==> src/rtl/id_ex_pipe_reg.sv <==
// id_ex_pipe_reg
// Decode -> execute pipeline register for the Y86 pipeline core.
// Captures every decode output on each rising clock edge. The hazard unit can
// hold the register (stall) or replace its contents with a NOP (bubble).
// Saturating stall/bubble counters and a sticky conflict flag are kept for the
// hazard unit and for debug visibility.
// Every output comes straight from a flop, so no input reaches an output
// combinationally.

module id_ex_pipe_reg #(
    parameter int                 WORD_W    = 32,
    parameter int                 FIELD_W   = 8,
    parameter logic [FIELD_W-1:0] NOP_ICODE = 8'h1,
    parameter logic [FIELD_W-1:0] RNONE     = 8'hF,
    parameter int                 CNT_W     = 16
) (
    input  logic               clk,
    input  logic               rst,
    input  logic               stall,
    input  logic               bubble,
    input  logic               id_valid,
    input  logic [FIELD_W-1:0] id_icode,
    input  logic [FIELD_W-1:0] id_ifun,
    input  logic [FIELD_W-1:0] id_rA,
    input  logic [FIELD_W-1:0] id_rB,
    input  logic [WORD_W-1:0]  id_valA,
    input  logic [WORD_W-1:0]  id_valB,
    input  logic [WORD_W-1:0]  id_valC,
    input  logic [WORD_W-1:0]  id_valP,
    input  logic [FIELD_W-1:0] id_dstE,
    input  logic [FIELD_W-1:0] id_dstM,
    output logic               ex_valid,
    output logic [FIELD_W-1:0] ex_icode,
    output logic [FIELD_W-1:0] ex_ifun,
    output logic [FIELD_W-1:0] ex_rA,
    output logic [FIELD_W-1:0] ex_rB,
    output logic [WORD_W-1:0]  ex_valA,
    output logic [WORD_W-1:0]  ex_valB,
    output logic [WORD_W-1:0]  ex_valC,
    output logic [WORD_W-1:0]  ex_valP,
    output logic [FIELD_W-1:0] ex_dstE,
    output logic [FIELD_W-1:0] ex_dstM,
    output logic [CNT_W-1:0]   stall_cnt,
    output logic [CNT_W-1:0]   bubble_cnt,
    output logic               ctl_err
);

    // Counters stop at all-ones instead of wrapping back to zero.
    localparam logic [CNT_W-1:0] CNT_MAX = '1;

    // Pipeline payload: reset and bubble both load the NOP pattern, stall holds, otherwise copy decode.
    always_ff @(posedge clk) begin
        if (rst || (!stall && bubble)) begin
            ex_valid <= 1'b0;
            ex_icode <= NOP_ICODE;
            ex_ifun  <= '0;
            ex_rA    <= RNONE;
            ex_rB    <= RNONE;
            ex_valA  <= '0;
            ex_valB  <= '0;
            ex_valC  <= '0;
            ex_valP  <= '0;
            ex_dstE  <= RNONE;
            ex_dstM  <= RNONE;
        end else if (!stall) begin
            ex_valid <= id_valid;
            ex_icode <= id_icode;
            ex_ifun  <= id_ifun;
            ex_rA    <= id_rA;
            ex_rB    <= id_rB;
            ex_valA  <= id_valA;
            ex_valB  <= id_valB;
            ex_valC  <= id_valC;
            ex_valP  <= id_valP;
            ex_dstE  <= id_dstE;
            ex_dstM  <= id_dstM;
        end
    end

    // Stall counter counts every edge where the hold actually took effect, including a stall that overrode a bubble.
    always_ff @(posedge clk) begin
        if (rst) begin
            stall_cnt <= '0;
        end else if (stall && (stall_cnt != CNT_MAX)) begin
            stall_cnt <= stall_cnt + 1'b1;
        end
    end

    // Bubble counter counts only bubbles that were really inserted, so a bubble masked by stall is not counted.
    always_ff @(posedge clk) begin
        if (rst) begin
            bubble_cnt <= '0;
        end else if (!stall && bubble && (bubble_cnt != CNT_MAX)) begin
            bubble_cnt <= bubble_cnt + 1'b1;
        end
    end

    // Sticky flag for the hazard unit asking for stall and bubble together; only reset clears it.
    always_ff @(posedge clk) begin
        if (rst) begin
            ctl_err <= 1'b0;
        end else if (stall && bubble) begin
            ctl_err <= 1'b1;
        end
    end

endmodule

==> config.mk <==
export PLATFORM = sky130hd
export DESIGN_NAME = id_ex_pipe_reg
export DESIGN_NICKNAME = d
export VERILOG_FILES = /design/src/rtl/id_ex_pipe_reg.sv
export SDC_FILE = /design/constraint.sdc
export NUM_CORES = 1
export LEC_CHECK = 0
export CORE_ASPECT_RATIO = 0.75
export CORE_MARGIN = 2
export CORE_UTILIZATION = 36
export CTS_CLUSTER_DIAMETER = 200
export DETAILED_ROUTE_END_ITERATION = 16
export MAX_ROUTING_LAYER = met4
export PLACE_DENSITY = 0.76
export SLEW_MARGIN = 0
export SYNTH_ARGS = -nofsm -noshare
export SYNTH_HDL_FRONTEND = slang
export SYNTH_SLANG_ARGS = --single-unit
==> constraint.sdc <==
create_clock -name clk -period 1.85 [get_ports clk]
set_input_delay 0.185 -clock clk [delete_from_list [all_inputs] [get_ports clk]]
set_output_delay 0.185 -clock clk [all_outputs]
set_load 0.02 [all_outputs]
==> flow_summary.yaml <==
sta:
  relSlewSlack_pct: 24.2
  timing.final.ws_setup_ps: 65.1
  fin_tns_setup_ps: 0
  slew_violations: 0
  fin_hold_ws_ps: 65.4
  rsz0062_at_grt: "no"
  worstMarginPinSlew_ps: 1130
  hold_violations: 0
  finalSetupViolCount: 0
  layout_min_cycle_time_ps: 1780
  fmax_mhz: 560
  min_period_over_period_pct: 96.5
  skew_ps: 5.78
pwr:
  p_seq_share_pct: 42.0
  intPower_mw: 8.76
  p_per_area_mw_per_mm2: 876
  leakage_nw: 5.53
  p_total_mw: 11.5
  clkPwrFrac_pct: 43.4
  switching_share_pct: 23.8
  switching_power_mw: 2.73
  irDropWorstVdd_mv: 0.620
  p_comb_share_pct: 14.5
place:
  portBuffers: 390
  placed_area_mm2: 0.0123
  gp_congestion: 0.838
  hpwlAfterDp_mm: 18.1
  pre_cts_ws_ps: -150
  dp.cells: 1433
cts:
  cts_tree: "built"
  clkLatencyLatePin_ps: 500
  cts-buffers-inserted: 23
  cts_hold_buf: 0
  cts.sinks: 210
  cts_max_level: 1
  path_clk_slew_ps: 60
  cts_root_buffer: "clkbuf_16"
  clockBufferDepth: 3
worst_setup_path:
  critical_path_buf_inv_count: 2
  crit_cells: 2
  slowest_stage: "clkdlybuf4s50_1"
  critPathCaptureType: "output port"
  critPathLaunchType: "flop"
  critPathArrivalTime_ps: 1600
  crit_chain: "buf_4 > clkdlybuf4s50_1"
  crit_path_max_incr_delay_ps: 610
  cp.required_ps: 1660
  worstSetupPathType: "flop to output port"
  crit_family: "buffers and inverters"
  crit_path_max_fanout: 5
  r2r_cells: 6
run_status:
  status: "finished, final reports clean"
global_route:
  grt_overflow_total: 0
  grt_first_pass_wirelength_mm: 38.0
  grt_pass1_vias: 6914
  grt_max_degree: 118
  grt.total_usage_pct: 21.0
  antenna_found_initial: 0
floorplanning:
  placementRows: 46
  chipHeight_um: 132
  start_util_pct: 37.0
  fp.coreArea_mm2: 0.0214
  die_x_um: 175
  ios: 391
  die_area_mm2: 0.0231
layout:
  area.growth.synth_to_final_pct: 66.3
  diodes: 0
  layout.cells.non_filler: 1478
  nets: 1356
  drive_gt1_share_pct: 7.73
  post-route-cell-area_mm2: 0.0131
  utilization_pct: 61.5
synthesis:
  synth-seq-cells: 210
  ys_types: 41
  synthesis.nets: 953
  yosysSeqAreaShare_pct: 53.3
  avgSynthCellArea_um2: 10.2
  ys.warnings.count: 0
  syn_area_mm2: 0.00789
  synthCells: 770
hold_path:
  hold_depth: 3
  min_path_type: "primary input to flop"
routing:
  num_vias: 6967
  wl_mm: 24.6
  drc: 0
  via_per_inst: 4.71
  drt_pre_antenna_iters: 5
  wire_per_inst_um: 16.7
  drt_iter0_markers: 241
  ant_nets: 0
run:
  cap_violations: 0
power groups by stage:
stage / Sequential [mW] / Combinational, mW / Clock (mW)
global route: 4.85 / 1.78 / 5.27
global placement: 4.92 / 1.66 / 0
finish: 4.83 / 1.67 / 4.99
detailed placement: 4.93 / 1.67 / 0
floorplan: 5.17 / 0.497 / 0
CTS: 4.83 / 1.68 / 5.11
final cells by class:
class / instances / area, um2
Sequential cell: 210 / 4200
Clock inverter: 14 / 208
Timing Repair Buffer: 425 / 4230
Inverter: 2 / 7.51
Multi-Input combinational cell: 511 / 3490
Clock buffer: 28 / 624
Fill cell: 1767 / 8230
Tap cell: 288 / 360
layer usage:
layer | part of all wire, % | track usage [%] | routed length, um
met1 | 41 | 24.8 | 10200
met2 | 48 | 34.5 | 11700
met3 | 8.5 | 7.24 | 2090
met4 | 2.4 | 5.28 | 580
met5 | 0 | - | 0
cell usage in the layout, fill, tap and decap left out, drive strengths merged, types with 9 or more instances in the layout:
| cell | instances |
|---|---|
| a21oi | 19 |
| clkdlybuf4s50 | 383 |
| clkbuf | 28 |
| mux2i | 179 |
| nand4 | 9 |
| nand3 | 9 |
| buf | 36 |
| dfxtp | 210 |
| nor2 | 178 |
| nand2 | 27 |
| nor2b | 9 |
synth_stat cells, drive strengths merged:
| cell type | n | area share (%) |
|---|---|---|
| nor3 | 7 | 0.59 |
| and2 | 5 | 0.40 |
| and3 | 5 | 0.40 |
| buf | 23 | 1.5 |
| nand2 | 27 | 1.3 |
| a31oi | 6 | 0.48 |
| mux2 | 7 | 1.0 |
| ha | 2 | 0.32 |
| mux2i | 179 | 23 |
| o21bai | 1 | 0.095 |
| nor4 | 2 | 0.16 |
| nand4 | 9 | 0.90 |
| o2111a | 1 | 0.14 |
| xor2 | 1 | 0.11 |
| a41oi | 1 | 0.11 |
| nor2b | 9 | 0.71 |
| a41o | 1 | 0.13 |
| inv | 2 | 0.095 |
| nand2b | 4 | 0.32 |
| nand3 | 9 | 0.63 |
| and4 | 6 | 0.67 |
| o31ai | 5 | 0.65 |
| a21oi | 19 | 1.2 |
| o21ai | 8 | 0.51 |
| or3 | 8 | 0.63 |
| a21boi | 1 | 0.095 |
| dfxtp | 210 | 53 |
| o41ai | 1 | 0.35 |
| nor2 | 178 | 8.5 |
| or4 | 4 | 0.38 |
| a211oi | 4 | 0.38 |
| o2111ai | 1 | 0.11 |
| clkbuf | 24 | 1.1 |
state kept, by name, summed over array words and instances, names as in the netlist:
register / count
ex_icode: 8
ex_dstM: 8
ctl_err: 1
ex_valC: 32
ex_valid: 1
ex_dstE: 8
stall_cnt: 16
ex_valB: 32
ex_ifun: 8
ex_rB: 8
ex_valA: 32
ex_rA: 8
bubble_cnt: 16
ex_valP: 32
cell families (layout without fill, tap and decap cells):
kind of cell,count (synthesis),after routing,synth area share (%)
AOI/OAI and AO/OA,49,49,4.25
adders and majority gates,2,2,0.317
DFF,210,210,53.3
buffers and inverters,49,469,2.73
muxes,186,186,23.8
xor gates and xnor gates,1,1,0.111
and+or+nand+nor,273,273,15.6
tightest hold or removal path: cells and delay by family:
| family | cells | cell delay, ps |
|---|---|---|
| AOI/OAI and AO/OA | 1 | 60 |
| buffers and inverters | 1 | 110 |
| and+or+nand+nor | 1 | 150 |
final timing paths:
kind         slack, ps                    endpoint                  startpoint
max                 70               bubble_cnt[6]  bubble_cnt[6]$_SDFFE_PP0P_
min                 70  stall_cnt[14]$_SDFFE_PP0P_                       stall
min reg2reg        470     ex_dstE[3]$_SDFFE_PP1N_     ex_dstE[3]$_SDFFE_PP1N_
max reg2reg        110  bubble_cnt[1]$_SDFFE_PP0P_  bubble_cnt[0]$_SDFFE_PP0P_
repair_timing:
item,CTS,global route
resized for setup,1,7
pin swaps,0,2
setup endpoints to repair,1,15
setup buffers,0,3
Power figures use the tool's default switching activity.
